## src/rtl/game_pkg.sv

```systemverilog
// Shared definitions for the memory game sequencer.
// Holds the round-controller state encoding and the common field widths
// used by the top-level FSM and the sequence memory.
package game_pkg;

    localparam int unsigned DIGIT_W = 2;   // one game symbol (4 symbols)
    localparam int unsigned LEN_W   = 4;   // sequence length / index width
    localparam int unsigned TMR_W   = 32;  // phase and idle timers

    typedef enum logic [2:0] {
        ST_IDLE     = 3'd0,
        ST_GEN      = 3'd1,
        ST_SHOW_ON  = 3'd2,
        ST_SHOW_GAP = 3'd3,
        ST_WAIT_IN  = 3'd4,
        ST_WIN      = 3'd5,
        ST_LOSE     = 3'd6
    } state_e;

endpackage

```

## src/rtl/seq_mem.sv

```systemverilog
// Sequence storage for the memory game.
// DEPTH x DIGIT_W register file with one synchronous write port and one
// asynchronous read port. Contents are not reset; every entry is written
// before it is read.
// Ports:
//   clk_i    in  clock, rising edge
//   we_i     in  write enable
//   waddr_i  in  write address
//   wdata_i  in  write data
//   raddr_i  in  read address
//   rdata_o  out read data (0 for an out-of-range address)
module seq_mem
    import game_pkg::*;
#(
    parameter int unsigned DEPTH = 8
) (
    input  logic               clk_i,
    input  logic               we_i,
    input  logic [LEN_W-1:0]   waddr_i,
    input  logic [DIGIT_W-1:0] wdata_i,
    input  logic [LEN_W-1:0]   raddr_i,
    output logic [DIGIT_W-1:0] rdata_o
);

    logic [DIGIT_W-1:0] mem_q [DEPTH];

    // Address decode by comparison keeps the address width independent of
    // DEPTH, which need not be a power of two.
    always_ff @(posedge clk_i) begin
        for (int unsigned i = 0; i < DEPTH; i++) begin
            if (we_i && (waddr_i == LEN_W'(i))) begin
                mem_q[i] <= wdata_i;
            end
        end
    end

    always_comb begin
        rdata_o = '0;
        for (int unsigned i = 0; i < DEPTH; i++) begin
            if (raddr_i == LEN_W'(i)) begin
                rdata_o = mem_q[i];
            end
        end
    end

endmodule

```

## src/rtl/memory_game_sequencer.sv

```systemverilog
// Round controller for the 4-symbol memory game.
// Each round appends one sampled random digit to the stored sequence,
// replays the whole sequence on the display path, then checks the player's
// presses against it. Reaching MAX_LEN correct digits wins; a wrong press
// loses.
// Optional feature: define INPUT_TIMEOUT_EN to add a per-press idle timer
// in WAIT_IN (TIMEOUT_CYC clocks without a press loses the game).
// Ports:
//   clk        in   system clock, rising edge
//   reset      in   asynchronous, active-low reset
//   start      in   1-clk pulse: begin new game (ignored while busy)
//   rand_num   in   current digit from the random generator
//   btn_valid  in   1-clk pulse: player pressed a button
//   btn_digit  in   digit of that press
//   led_valid  out  display digit now (SHOW phase only)
//   led_digit  out  digit to display, 0 when led_valid is low
//   busy       out  high outside IDLE/WIN/LOSE
//   round_len  out  current sequence length
//   win        out  level, held until next start
//   lose       out  level, held until next start
module memory_game_sequencer
    import game_pkg::*;
#(
    parameter int unsigned MAX_LEN     = 8,
    parameter int unsigned SHOW_CYCLES = 25000000,
    parameter int unsigned GAP_CYCLES  = 12500000,
    parameter int unsigned TIMEOUT_CYC = 250000000
) (
    input  logic               clk,
    input  logic               reset,
    input  logic               start,
    input  logic [DIGIT_W-1:0] rand_num,
    input  logic               btn_valid,
    input  logic [DIGIT_W-1:0] btn_digit,
    output logic               led_valid,
    output logic [DIGIT_W-1:0] led_digit,
    output logic               busy,
    output logic [LEN_W-1:0]   round_len,
    output logic               win,
    output logic               lose
);

`ifdef INPUT_TIMEOUT_EN
    localparam bit TIMEOUT_ON = 1'b1;
`else
    localparam bit TIMEOUT_ON = 1'b0;
`endif

    localparam logic [TMR_W-1:0] SHOW_LAST = TMR_W'(SHOW_CYCLES - 1);
    localparam logic [TMR_W-1:0] GAP_LAST  = TMR_W'(GAP_CYCLES - 1);
    localparam logic [TMR_W-1:0] TO_LAST   = TMR_W'(TIMEOUT_CYC - 1);
    localparam logic [LEN_W-1:0] LEN_MAX   = LEN_W'(MAX_LEN);

    state_e             state_q, state_d;
    logic [LEN_W-1:0]   len_q, len_d;
    logic [LEN_W-1:0]   idx_q, idx_d;
    logic [TMR_W-1:0]   tmr_q, tmr_d;
    logic               win_q, win_d;
    logic               lose_q, lose_d;

    logic               mem_we;
    logic [DIGIT_W-1:0] mem_rdata;
    logic               last_idx;

    seq_mem #(
        .DEPTH (MAX_LEN)
    ) u_seq_mem (
        .clk_i   (clk),
        .we_i    (mem_we),
        .waddr_i (len_q),
        .wdata_i (rand_num),
        .raddr_i (idx_q),
        .rdata_o (mem_rdata)
    );

    assign last_idx = (idx_q == (len_q - LEN_W'(1)));

    always_ff @(posedge clk or negedge reset) begin
        if (!reset) begin
            state_q <= ST_IDLE;
            len_q   <= '0;
            idx_q   <= '0;
            tmr_q   <= '0;
            win_q   <= 1'b0;
            lose_q  <= 1'b0;
        end else begin
            state_q <= state_d;
            len_q   <= len_d;
            idx_q   <= idx_d;
            tmr_q   <= tmr_d;
            win_q   <= win_d;
            lose_q  <= lose_d;
        end
    end

    always_comb begin
        state_d = state_q;
        len_d   = len_q;
        idx_d   = idx_q;
        tmr_d   = tmr_q;
        win_d   = win_q;
        lose_d  = lose_q;
        mem_we  = 1'b0;

        unique case (state_q)
            ST_IDLE, ST_WIN, ST_LOSE: begin
                if (start) begin
                    len_d   = '0;
                    win_d   = 1'b0;
                    lose_d  = 1'b0;
                    state_d = ST_GEN;
                end
            end
            ST_GEN: begin
                mem_we  = 1'b1;
                len_d   = len_q + LEN_W'(1);
                idx_d   = '0;
                tmr_d   = '0;
                state_d = ST_SHOW_ON;
            end
            ST_SHOW_ON: begin
                if (tmr_q == SHOW_LAST) begin
                    tmr_d   = '0;
                    state_d = ST_SHOW_GAP;
                end else begin
                    tmr_d = tmr_q + TMR_W'(1);
                end
            end
            ST_SHOW_GAP: begin
                // Clearing the timer here also starts the WAIT_IN idle
                // timer from zero on entry.
                if (tmr_q == GAP_LAST) begin
                    tmr_d = '0;
                    if (last_idx) begin
                        idx_d   = '0;
                        state_d = ST_WAIT_IN;
                    end else begin
                        idx_d   = idx_q + LEN_W'(1);
                        state_d = ST_SHOW_ON;
                    end
                end else begin
                    tmr_d = tmr_q + TMR_W'(1);
                end
            end
            ST_WAIT_IN: begin
                // A press in the same cycle as the timeout takes priority.
                if (btn_valid) begin
                    tmr_d = '0;
                    if (btn_digit != mem_rdata) begin
                        lose_d  = 1'b1;
                        state_d = ST_LOSE;
                    end else if (!last_idx) begin
                        idx_d = idx_q + LEN_W'(1);
                    end else if (len_q == LEN_MAX) begin
                        win_d   = 1'b1;
                        state_d = ST_WIN;
                    end else begin
                        state_d = ST_GEN;
                    end
                end else if (TIMEOUT_ON) begin
                    if (tmr_q == TO_LAST) begin
                        lose_d  = 1'b1;
                        state_d = ST_LOSE;
                    end else begin
                        tmr_d = tmr_q + TMR_W'(1);
                    end
                end
            end
            default: begin
                state_d = ST_IDLE;
            end
        endcase
    end

    // Outputs decode directly from registered state so that an asynchronous
    // reset clears them immediately, without waiting for a clock edge.
    assign led_valid = (state_q == ST_SHOW_ON);
    assign led_digit = led_valid ? mem_rdata : '0;
    assign busy      = !((state_q == ST_IDLE) || (state_q == ST_WIN) ||
                         (state_q == ST_LOSE));
    assign round_len = len_q;
    assign win       = win_q;
    assign lose      = lose_q;

endmodule

```

## config.mk

```make
export PLATFORM = sky130hd
export DESIGN_NAME = memory_game_sequencer
export DESIGN_NICKNAME = d
export VERILOG_FILES = /design/src/rtl/game_pkg.sv /design/src/rtl/seq_mem.sv /design/src/rtl/memory_game_sequencer.sv
export SDC_FILE = /design/constraint.sdc
export NUM_CORES = 1
export LEC_CHECK = 0
export ABC_AREA = 1
export CELL_PAD_IN_SITES_DETAIL_PLACEMENT = 1
export CELL_PAD_IN_SITES_GLOBAL_PLACEMENT = 2
export CORE_ASPECT_RATIO = 1.5
export CORE_MARGIN = 8
export CORE_UTILIZATION = 35
export DETAILED_ROUTE_END_ITERATION = 16
export PLACE_DENSITY_LB_ADDON = 0.1
export SYNTH_ARGS = -nofsm -noshare
export SYNTH_HDL_FRONTEND = slang
export SYNTH_HIERARCHICAL = 1
export SYNTH_SLANG_ARGS = --single-unit
```

## constraint.sdc

```tcl
create_clock -name clk -period 2.7 [get_ports clk]
set_clock_uncertainty 0.15 [all_clocks]
set_input_delay 0.54 -clock clk [delete_from_list [all_inputs] [get_ports clk]]
set_output_delay 0.54 -clock clk [all_outputs]
set_load 0.1 [all_outputs]
```

## Yosys cells after proc, flatten, opt, wreduce, memory -nomap -nowiden

Memories as Yosys holds them, arrays and structs flattened.
Cells that the tools add are included.

- Mux-type cells: 77
- Add/subtract/negate cells: 4
- Reductions and logical operators: 32
- Equal/unequal tests: 35

Operators with widths:

| kind | number |
|---|---|
| $pmux W32 S4 | 1 |
| $mux W32 | 3 |
| $mux W3 | 15 |
| $add A32 B1 Y32 const B | 1 |
| $eq A32 B24 Y1 const B | 1 |
| $eq A32 B25 Y1 const B | 1 |
| $eq A4 B3 Y1 const B | 8 |
| $mux W2 | 16 |
| $mux W1 | 31 |
| $mux W4 | 6 |
| $eq A4 B2 Y1 const B | 4 |
| $ne A2 B2 Y1 const B | 8 |
| $pmux W3 S5 | 1 |
| $reduce_or A2 Y1 | 7 |
| $pmux W4 S3 | 1 |
| $reduce_and A5 Y1 | 2 |
| $eq A3 B3 Y1 const B | 3 |
| $add A4 B1 Y4 const B | 2 |
| $eq A4 B1 Y1 const B | 2 |
| $logic_and A1 B1 Y1 | 8 |
| $logic_not A4 Y1 | 2 |
| $pmux W4 S2 | 1 |
| $eq A3 B2 Y1 const B | 2 |
| $reduce_and A6 Y1 | 1 |
| 17 further kinds | 21 |

- RAM bits: 16
- Output and inout port bits: 10
- Memories: 1
- Flip-flop bits (word level): 45
- Logic and storage cells: 155

Memory list:

| name | words | width | read ports | clocked after Yosys merged registers in | wr ports | line | RTL |
|---|---|---|---|---|---|---|---|
| u_seq_mem.mem_q | 8 | 2 | 8 | 0 | 1 | seq_mem.sv:25 | `logic [DIGIT_W-1:0] mem_q [DEPTH];` |

## Longest topological paths before layout

Gate-level depths: netlist (run 1).

- Depth in word-level cells: 13
- Mapped depth: 16
- Gate-level depth less buffers: 16

## Modules after synthesis

Netlist (run 1), hierarchy kept.

Modules (own cells, without submodules):

| module | cells each | times used | area each (um^2) |
|---|---|---|---|
| memory_game_sequencer | 519 | 1 | 3423.3 |
| seq_mem | 71 | 1 | 720.7 |

## Worst setup path before layout (run 1)

OpenSTA, ideal clock, no wires.

- Path type: register to output
- Start point: register idx_q[2]
- End point: output port led_digit[1]
- Path slack: -0.283 ns
- Stages on the path, launching flop included: 9
- Data arrival time: 2.293 ns
- Required time: 2.010 ns
- Path through: dfrtp_1 -> inv_1 -> nor2_2 -> inv_2 -> nor3_1 -> nand2_1 -> nand4_1 -> inv_1 -> nor2_1

- Word-level cells in the longest chain between the ends: 10
- Elaborated cells on any way between the ends: 17

Ends and longest elaborated chain:

| element | line | RTL |
|---|---|---|
| start: declaration | memory_game_sequencer.sv:56 | `logic [LEN_W-1:0] idx_q, idx_d;` |
| start signal: assignment | memory_game_sequencer.sv:89 | `idx_q <= idx_d;` |
| $logic_not A4 Y1 | seq_mem.sv:40 | `if (raddr_i == LEN_W'(i)) begin` |
| $mux W2 (7 in series) | seq_mem.sv:40 |  |
| $mux W2 (*) | seq_mem.sv:40 |  |
| via mem_rdata[1] | memory_game_sequencer.sv:62 | `logic [DIGIT_W-1:0] mem_rdata;` |
| $mux W2 (*) | memory_game_sequencer.sv:178 | `assign led_digit = led_valid ? mem_rdata : '0;` |
| end: declaration | memory_game_sequencer.sv:36 | `output logic [DIGIT_W-1:0] led_digit,` |

The timed path passes the listed nets; every way through them passes the cells marked *.

## Final worst setup path (run 1)

- Start point: register idx_q[1]
- End point: output port led_digit[1]

The elaborated chain is that of the path after synthesis.

==> results_dict.tcl, run 1 <==
set metrics [dict create \
    synthXorXnorAreaFrac_pct 4.650 \
    io_buffers 17 \
    die_y_um 149.3 \
    antenna_cells 0 \
    clkSlewWorstSetupHoldPaths_ns 0.06 \
    ctsLongestPathBuffers 2 \
    antenna_found_initial 0 \
    swShare_pct 48.01 \
    p_int_uw 2484 \
    overflow 0 \
    relSlewSlack_pct 67.58 \
    synthCells 590 \
    yosys.area_share.adder_pct 1.510 \
    p_leak_uw 0.002131 \
    synth_nets 603 \
    start_util_pct 35.94 \
    wirelength_um 13330 \
    root_buffer "clkbuf_16" \
    fillers 1495 \
    fin_crit_ns 2.576 \
    rows 48 \
    vias_per_cell 5.027 \
    gp_congestion 0.8315 \
    drv_slew 0 \
    numClockSinks 61 \
    ys_warn_count 6 \
    areaGrowthSynthToFinish_pct 18.03 \
    crit_type "reg -> out" \
    drtIter0Drc 88 \
    cts_setup_buffers 0 \
    setup_tns_ns 0 \
    wl_per_cell_um 17.24 \
    finalHoldViolCount 0 \
    layout_setup_ws_ns 0.1240 \
    pwr-share-seq_pct 25.4 \
    postRouteAntennaNets 0 \
    cts-buffers-inserted 9 \
    core_area_um2 11530 \
    design_area_um2 4891 \
    ir_worst_vdd_uv 939.2 \
    track_usage_pct 17.85 \
    clk-insertion-delay-late_ns 0.34 \
    worstPathArrival_ns 1.89 \
    finalCritPeriodShare_pct 95.41 \
    power_frac_comb_pct 47.9 \
    power_density_nw_per_um2 976.9 \
    status "completed" \
    worstSetupEndpointType "primary output" \
    netlist_area_um2 4144 \
    dpl_cell_area_um2 4543 \
    power_frac_clock_pct 26.7 \
    yosys-mux-area-fraction_pct 0 \
    preCtsSetupSlack_ns 0.1856 \
    fp.dieArea_um2 15650 \
    dpl.hpwl_um 10470 \
    cts_max_level 3 \
    fp.dieW_um 104.8 \
    power_switching_uw 2294 \
    synth_compound_area_share_pct 5.284 \
    ys_types 36 \
    drv_cap 0 \
    synth_seq_cells 61 \
    ys_seq_area_share_pct 38.77 \
    required_ns 2.01 \
    grt_max_degree 29 \
    max_freq_mhz 388.2 \
    grt_first_pass_wirelength_um 21910 \
    cts_tree "yes" \
    nNetsFinal 631 \
    hp-class "in -> async" \
    io_pins 18 \
    drt_pass1_iterations 4 \
    synth-simple-area-share_pct 41.97 \
    drive_gt1_share_pct 13.64 \
    syn_area_per_cell_um2 7.024 \
    grt_pass1_vias 4282 \
    crit_fanout 7 \
    worstMarginPinSlew_ns 0.4864 \
    drc 0 \
    finalSetupViolCount 0 \
    critPathLaunchType "flop" \
    synth_top_family_by_area "simple AND/OR/NAND/NOR gates" \
    num_vias 3886 \
    holdBufCountCts 0 \
    rsz0062_at_grt "false" \
]
## cell type report
| type | instances | area [um^2] | share of cell area, % |
|---|---|---|---|
| Multi-Input combinational cell | 449 | 2238 | 45.77 |
| Sequential cell | 61 | 1612 | 32.95 |
| Inverter | 73 | 274.0 | 5.602 |
| Timing Repair Buffer | 24 | 255.2 | 5.219 |
| Clock buffer | 9 | 225.2 | 4.605 |
| Tap cell | 150 | 187.7 | 3.837 |
| Clock inverter | 7 | 98.84 | 2.021 |
## stage by stage
step / hold slack [ns] / total power (uW) / utilization [%] / cells
global route: 0.04270 / 5064 / 42.42 / 773
floorplan: 0.09441 / 2890 / - / 590
detailed placement: 0.3532 / 3548 / 39.40 / 757
CTS: 0.02582 / 4851 / 42.26 / 773
finish: 0.008105 / 4778 / 42.42 / 773
global placement: 0.3348 / 3498 / 39.40 / 757
## placed cells by master, fill, tap and decap left out, types with 3 or more instances in the layout
cell and count:
dfrtp_1 41, ha_1 5, clkbuf_16 9, o21ai_0 10, nor3_1 6, nor2_2 20, nand2_2 7, inv_2 6
o211ai_1 8, o21ai_1 4, dfrtp_2 4, nor2_4 4, nand2_4 3, o21bai_1 3, buf_12 5, a21oi_1 3
nand4_1 23, edfxtp_1 16, nor2_1 85, buf_4 12, xor2_1 15, clkdlybuf4s50_1 6, xnor2_1 7, nand2_1 182
inv_1 66, nand3_1 49
## synth_stat cells
| cell | n | area share [%] |
|---|---|---|
| nand2_2 | 7 | 1.1 |
| nor2_4 | 2 | 0.54 |
| clkbuf_1 | 2 | 0.18 |
| nand3_2 | 2 | 0.48 |
| o22ai_1 | 2 | 0.30 |
| nor3_2 | 1 | 0.24 |
| o21ai_0 | 10 | 1.2 |
| edfxtp_1 | 16 | 12 |
| a21oi_2 | 1 | 0.21 |
| a21oi_1 | 3 | 0.36 |
| o211ai_1 | 8 | 1.4 |
| nand2_4 | 3 | 0.82 |
| a21o_1 | 1 | 0.18 |
| nor3_1 | 7 | 0.85 |
| clkinv_1 | 1 | 0.090 |
| o21a_1 | 1 | 0.18 |
| o21ai_1 | 4 | 0.48 |
| nor2_8 | 2 | 0.97 |
| dfrtp_1 | 45 | 27 |
| inv_2 | 6 | 0.54 |
| a21boi_0 | 1 | 0.18 |
| buf_4 | 1 | 0.18 |
| buf_2 | 3 | 0.36 |
| ha_1 | 5 | 1.5 |
| xnor2_1 | 7 | 1.5 |
| inv_1 | 66 | 6.0 |
| nor2_1 | 89 | 8.1 |
| nand3_1 | 49 | 5.9 |
| buf_12 | 1 | 0.48 |
| a21boi_1 | 1 | 0.18 |
| nor2_2 | 18 | 2.7 |
| nand3b_1 | 2 | 0.36 |
| nand2_1 | 182 | 16 |
| xor2_1 | 15 | 3.2 |
| o21bai_1 | 3 | 0.54 |
| nand4_1 | 23 | 3.5 |
## worst paths after layout
path,start,end,slack (ns),cells past startpoint
setup / recovery,idx_q[1],led_digit[1],0.12,8
hold / removal,reset,tmr_q[25],0.008,1
setup reg to reg,idx_q[0],idx_q[3],0.28,16
hold reg to reg,win,win,0.36,2
max in group asynchronous,reset,idx_q[0],1.84,2
min in group clk,win,win,0.36,2
## flip-flops by register name, summed over array words and instances (netlist names)
signal	cells
win	1
round_len	4
tmr_q	32
state_q	3
idx_q	4
u_seq_mem/mem_q	16
lose	1
## timing repair
item / 4_1_cts / 5_1_grt
resized for setup: 2 / 6
endpoints found under the setup margin: 1 / 6
cloned: 0 / 0
## power by group through the flow
stage / clock (uW) / sequential, uW / combinational (uW)
after floorplan: 0 / 1490 / 1400
after global placement: 0 / 1220 / 2280
after detailed placement: 0 / 1230 / 2320
after CTS: 1310 / 1210 / 2320
after global routing: 1350 / 1230 / 2480
final: 1280 / 1210 / 2290
## routing by layer
| layer | up-vias | wire [um] | global-route usage, % |
|---|---|---|---|
| met5 | - | 0 | 0 |
| met4 | 0 | 546 | 10.82 |
| met3 | 27 | 201 | 2.206 |
| met2 | 45 | 7445 | 34.30 |
| met1 | 1869 | 5136 | 17.78 |
| li1 | 1945 | - | - |
## cell families (layout without fill, tap and decap cells)
logic type | count (synthesis) | count (layout)
compound gates | 35 | 35
xor+xnor | 22 | 22
fa+ha+maj | 5 | 5
buf+inv | 80 | 113
flops | 61 | 61
simple gates | 387 | 387
## critical path, cell delays in order (launching register included)
cell	delay [ns]
dfrtp_2	0.48
inv_2	0.12
nand2_1	0.08
nor2_2	0.18
nand2_1	0.08
nand4_1	0.18
inv_1	0.07
nor2_2	0.16
buf_12	0.19
Note: power is estimated with default switching activity, not from simulation.
==> run 2: changes to the inputs <==
--- a/config.mk
+++ b/config.mk
@@ -10,9 +10,11 @@
 export CELL_PAD_IN_SITES_GLOBAL_PLACEMENT = 2
 export CORE_ASPECT_RATIO = 1.5
 export CORE_MARGIN = 8
-export CORE_UTILIZATION = 35
+export CORE_UTILIZATION = 36
+export CTS_BUF_LIST = sky130_fd_sc_hd__clkbuf_4
 export DETAILED_ROUTE_END_ITERATION = 16
 export PLACE_DENSITY_LB_ADDON = 0.1
+export SLEW_MARGIN = 15
 export SYNTH_ARGS = -nofsm -noshare
 export SYNTH_HDL_FRONTEND = slang
 export SYNTH_HIERARCHICAL = 1
==> run 2 against run 1 <==
  * Via count grew 1.5%
  * Non-clock buffer count is 10 higher
  * Clock power shrank 46%
  * Die area shrank 2.4%
  * Power down 9.9%
  * Sequential share of layout area up 0.59 points
  * Hold slack improved by 0.36 ns
  * Fmax fell by 0.93%
  * Utilization is 0.087 points lower
  * Critical endpoint is now led_digit[0]
==> results_dict.tcl, run 2 (same netlist as run 1, synthesis figures left out) <==
set metrics [dict create \
    track_usage_pct 17.74 \
    start_util_pct 36.51 \
    worstPathArrival_ns 1.91 \
    pwr-share-seq_pct 27.8 \
    cts-buffers-inserted 9 \
    worstSetupEndpointType "primary output" \
    fin_crit_ns 2.600 \
    num_vias 3946 \
    gp_congestion 0.8172 \
    crit_type "reg -> out" \
    power_switching_uw 2276 \
    rr_worst_depth 17 \
    clk-insertion-delay-late_ns 0.44 \
    layout_common_cells "nand2_1 (180), nor2_1 (86), inv_1 (65)" \
    drv_cap 0 \
    rsz0062_at_grt "true" \
    power_frac_comb_pct 56.1 \
    p_int_uw 2028 \
    wirelength_um 13150 \
    grt_first_pass_wirelength_um 21620 \
    io_buffers 17 \
    drc 0 \
    relSlewSlack_pct 68.28 \
    die_y_um 147.4 \
    vias_per_cell 5.033 \
    core_area_um2 11350 \
    slowest_delay_ns 0.45 \
    hold_depth 2 \
    regMostFlops "tmr_q" \
    power_density_nw_per_um2 895.9 \
    io_pins 18 \
    worstMarginPinSlew_ns 0.4758 \
    required_ns 2.01 \
    ctsLongestPathBuffers 2 \
    grt_max_degree 29 \
    cts_max_level 3 \
    fillers 1458 \
    p_leak_uw 0.002107 \
    drive_gt1_share_pct 15.17 \
    drt_pass1_iterations 6 \
    crit_fanout 8 \
    postRouteAntennaNets 0 \
    critPathLaunchType "flop" \
    cp_common_cell "nand4_1" \
    overflow 0 \
    drv_slew 0 \
    largest_register_ffs 32 \
    nNetsFinal 641 \
    top_regs "tmr_q (32), u_seq_mem/mem_q (16)" \
    crit_buf_inv 2 \
    numClockSinks 61 \
    hp-class "reg -> reg" \
    crit_cells 8 \
    root_buffer "clkbuf_4" \
    setup_tns_ns 0 \
    finalSetupViolCount 0 \
    cpMaxStageDelayCell "dfrtp_1" \
    final_common_cell "nand2_1" \
    swShare_pct 52.88 \
    finalCritPeriodShare_pct 96.30 \
    antenna_found_initial 1 \
    dpl.hpwl_um 10470 \
    cts_tree "yes" \
    power_frac_clock_pct 16.1 \
    areaGrowthSynthToFinish_pct 15.94 \
    max_freq_mhz 384.6 \
    finalHoldViolCount 0 \
    path_cells "nor2_4, nand4_1, nand4_1, nor2_1, nand4_1, inv_1, nor2_2, buf_12" \
    fp.dieW_um 103.6 \
    fin_util_pct 42.33 \
    status "completed" \
    grt_pass1_vias 4333 \
    ir_worst_vdd_uv 781.4 \
    wl_per_cell_um 16.77 \
    fp.dieArea_um2 15270 \
    rows 48 \
    cpLargestDelayFamily "simple AND/OR/NAND/NOR gates" \
    clkSlewWorstSetupHoldPaths_ns 0.12 \
    drtIter0Drc 82 \
]
## run 2: cell types whose count changed in the layout (fill, tap and decap cells not counted), sizes merged
cell         previous run  this run
bufinv                  2         1
dlygate4sd3             0         1
inv                    73        74
buf                    18        27
diode                   0         1
## run 2: power groups by stage
| stage | Clock (uW) | Combinational (uW) | Sequential (uW) |
|---|---|---|---|
| after floorplan | 0 | 1400 | 1490 |
| after global placement | 0 | 2300 | 1220 |
| after detailed placement | 0 | 2350 | 1230 |
| after CTS | 713 | 2390 | 1210 |
| after global routing | 750 | 2630 | 1220 |
| final | 692 | 2420 | 1200 |
## run 2: metrics by stage
stage	hold slack, ns	area, um^2	std cells	total power [uW]	setup WS (ns)
2_1_floorplan	0.09441	4150	590	2890	0.06888
3_3_place_gp	0.3335	4551	758	3519	0.2093
3_5_place_dp	0.3543	4551	758	3575	0.1623
4_1_cts	0.3883	4748	779	4307	-0.006777
6_report	0.3726	4805	784	4304	0.09982
5_1_grt	0.4001	4805	784	4592	-0.03399
## run 2: worst min-delay path, stage by stage, from the launching register on
cell and delay (ns):
dfrtp_1 0.37, a21oi_1 0.05, nor2_1 0.08
## run 2: final timing paths
check | slack (ns) | endpoint | start
worst min-delay path | 0.37 | win | win
min in group asynchronous | 0.43 | tmr_q[31] | reset
worst min register to register | 0.37 | win | win
max in group asynchronous | 1.43 | idx_q[0] | reset
worst max register to register | 0.28 | idx_q[3] | idx_q[1]
worst max-delay path | 0.1 | led_digit[0] | idx_q[2]
## run 2: repair_timing
action | 4_1_cts | 5_1_grt
hold buffers | 1 | 0
endpoints found under the hold margin | 17 | 0
pin swaps | 2 | 3
setup endpoints to repair | 2 | 3
setup buffers | 4 | 4
resized for setup | 6 | 7
## run 2: cell type report
type / instances / area, um^2 / area share [%]
Antenna cell: 1 / 2.502 / 0.05208
Clock buffer: 9 / 67.56 / 1.406
Clock inverter: 7 / 73.82 / 1.536
Inverter: 73 / 276.5 / 5.755
Multi-Input combinational cell: 449 / 2252 / 46.87
Sequential cell: 61 / 1612 / 33.54
Tap cell: 150 / 187.7 / 3.906
Timing Repair Buffer: 34 / 332.8 / 6.927
## run 2: per-layer routing
layer / up-vias / GRT usage [%] / part of all wire [%]
met5: - / 0 / 0
met4: 0 / 8.708 / 3.5
met3: 27 / 2.963 / 1.8
met2: 49 / 34.84 / 56
met1: 1914 / 17.28 / 38
li1: 1956 / - / -
==> run 3: changes to the inputs <==
--- a/config.mk
+++ b/config.mk
@@ -13,6 +13,7 @@
 export CORE_UTILIZATION = 36
 export CTS_BUF_LIST = sky130_fd_sc_hd__clkbuf_4
 export DETAILED_ROUTE_END_ITERATION = 16
+export MAX_ROUTING_LAYER = met4
 export PLACE_DENSITY_LB_ADDON = 0.1
 export SLEW_MARGIN = 15
 export SYNTH_ARGS = -nofsm -noshare
==> run 3 against run 2 <==
  * Non-clock buffer count unchanged
  * Largest power group unchanged
  * Critical path depth unchanged
  * Global-route usage increased by 0.54 points
  * Routed wire length decreased by 0.17%
  * Flip-flop and latch count unchanged
  * Worst setup slack got worse by 0.0047 ns
  * Clock power about the same
==> results_dict.tcl, run 3 (same netlist as run 1, synthesis figures left out) <==
set metrics [dict create \
    numClockSinks 61 \
    drc 0 \
    layout_setup_ws_ns 0.09512 \
    drt_pass1_iterations 4 \
    critPathLaunchType "flop" \
    max_freq_mhz 383.9 \
    dpl_cell_area_um2 4551 \
    start_util_pct 36.51 \
    track_usage_pct 18.27 \
    layout_common_cells "nand2_1 (180), nor2_1 (86), inv_1 (65)" \
    drv_slew 0 \
    areaGrowthSynthToFinish_pct 15.94 \
    cts_tree "yes" \
    wirelength_um 13130 \
    worstSetupEndpointType "primary output" \
    p_leak_uw 0.002107 \
    wl_met3_um 217 \
    rsz0062_at_grt "true" \
    crit_type "reg -> out" \
    status "completed" \
    die_y_um 147.4 \
    final_common_cell "nand2_1" \
    fillers 1458 \
    io_pins 18 \
    drive_gt1_share_pct 15.17 \
    fp.dieArea_um2 15270 \
    finalHoldViolCount 0 \
    drt-met1-wl_um 5021 \
    postRouteAntennaNets 0 \
    worstMarginPinSlew_ns 0.4777 \
    largest_register_ffs 32 \
    fin_crit_ns 2.605 \
    cts_max_level 3 \
    root_buffer "clkbuf_4" \
    rows 48 \
    top_regs "tmr_q (32), u_seq_mem/mem_q (16)" \
    ir_worst_vdd_uv 780.3 \
    nNetsFinal 641 \
    finalCritPeriodShare_pct 96.48 \
    power_density_nw_per_um2 895.1 \
    fp.dieW_um 103.6 \
    clk-insertion-delay-late_ns 0.44 \
    grt_pass1_vias 4335 \
    regMostFlops "tmr_q" \
    drv_cap 0 \
    crit_fanout 8 \
    cts-buffers-inserted 9 \
    wl_per_cell_um 16.74 \
    relSlewSlack_pct 68.15 \
    vias_per_cell 5.004 \
    grt_first_pass_wirelength_um 21660 \
    core_area_um2 11350 \
    num_vias 3923 \
    preCtsSetupSlack_ns 0.1623 \
    met2_wirelength_um 7449 \
    finalSetupViolCount 0 \
    drtIter0Drc 107 \
    r2r_slack_ns 0.28 \
    top_layer "met4" \
    grt_max_degree 29 \
    design_area_um2 4805 \
    required_ns 2.01 \
    gp_congestion 0.8294 \
    hp-class "reg -> reg" \
    dpl.hpwl_um 10470 \
    antenna_found_initial 1 \
    io_buffers 17 \
    clkSlewWorstSetupHoldPaths_ns 0.12 \
    worstPathArrival_ns 1.91 \
    overflow 0 \
    multi_input_comb_area_um2 2252 \
    ctsLongestPathBuffers 2 \
    regArea_um2 1612 \
]
run 3: where the power goes:
| part | switching, uW | total [uW] | internal [uW] |
|---|---|---|---|
| combinational | 1740 | 2410 | 677 |
| sequential | 130 | 1200 | 1070 |
| clock | 405 | 692 | 286 |
run 3: worst paths after layout:
path	from	end	depth (start not counted)
worst max-delay path	idx_q[2]	led_digit[0]	8
max in group asynchronous	reset	idx_q[0]	3
worst max register to register	idx_q[1]	idx_q[3]	17
worst min-delay path	win	win	2
worst min register to register	win	win	2
min in group asynchronous	reset	tmr_q[31]	2
run 3: metrics by stage:
step	TNS, ns	hold slack, ns	util, %	instances	power [uW]
after floorplan	0	0.09441	-	590	2890
after global placement	0	0.3335	40.09	758	3519
after detailed placement	0	0.3543	40.09	758	3575
after CTS	-0.006777	0.3883	41.83	779	4307
after global routing	-0.04596	0.4001	42.33	784	4594
final	0	0.3745	42.33	784	4301
run 3: layer usage:
layer / vias up / global-route usage, %
met4: 0 / 8.708
met1: 1896 / 17.44
met2: 47 / 34.84
li1: 1954 / -
met3: 26 / 2.876
met5: - / -
run 3: area by class of cell:
class / instances / share of cell area [%]
Multi-Input combinational cell: 449 / 46.87
Sequential cell: 61 / 33.54
Timing Repair Buffer: 34 / 6.927
Inverter: 73 / 5.755
Tap cell: 150 / 3.906
Clock inverter: 7 / 1.536
Clock buffer: 9 / 1.406
Antenna cell: 1 / 0.05208
run 3: critical path, stage by stage (launching register included):
cell and delay (ns):
dfrtp_1 0.45, nor2_4 0.22, nand4_1 0.14, nand4_1 0.10, nor2_1 0.06, nand4_1 0.11, inv_1 0.07, nor2_2 0.13
buf_12 0.19
run 3: timing repair:
item,CTS,global route
resized for setup,6,7
setup buffers,4,4
endpoints found under the hold margin,17,0
hold buffers,1,0
endpoints found under the setup margin,2,3
pin swaps,2,4
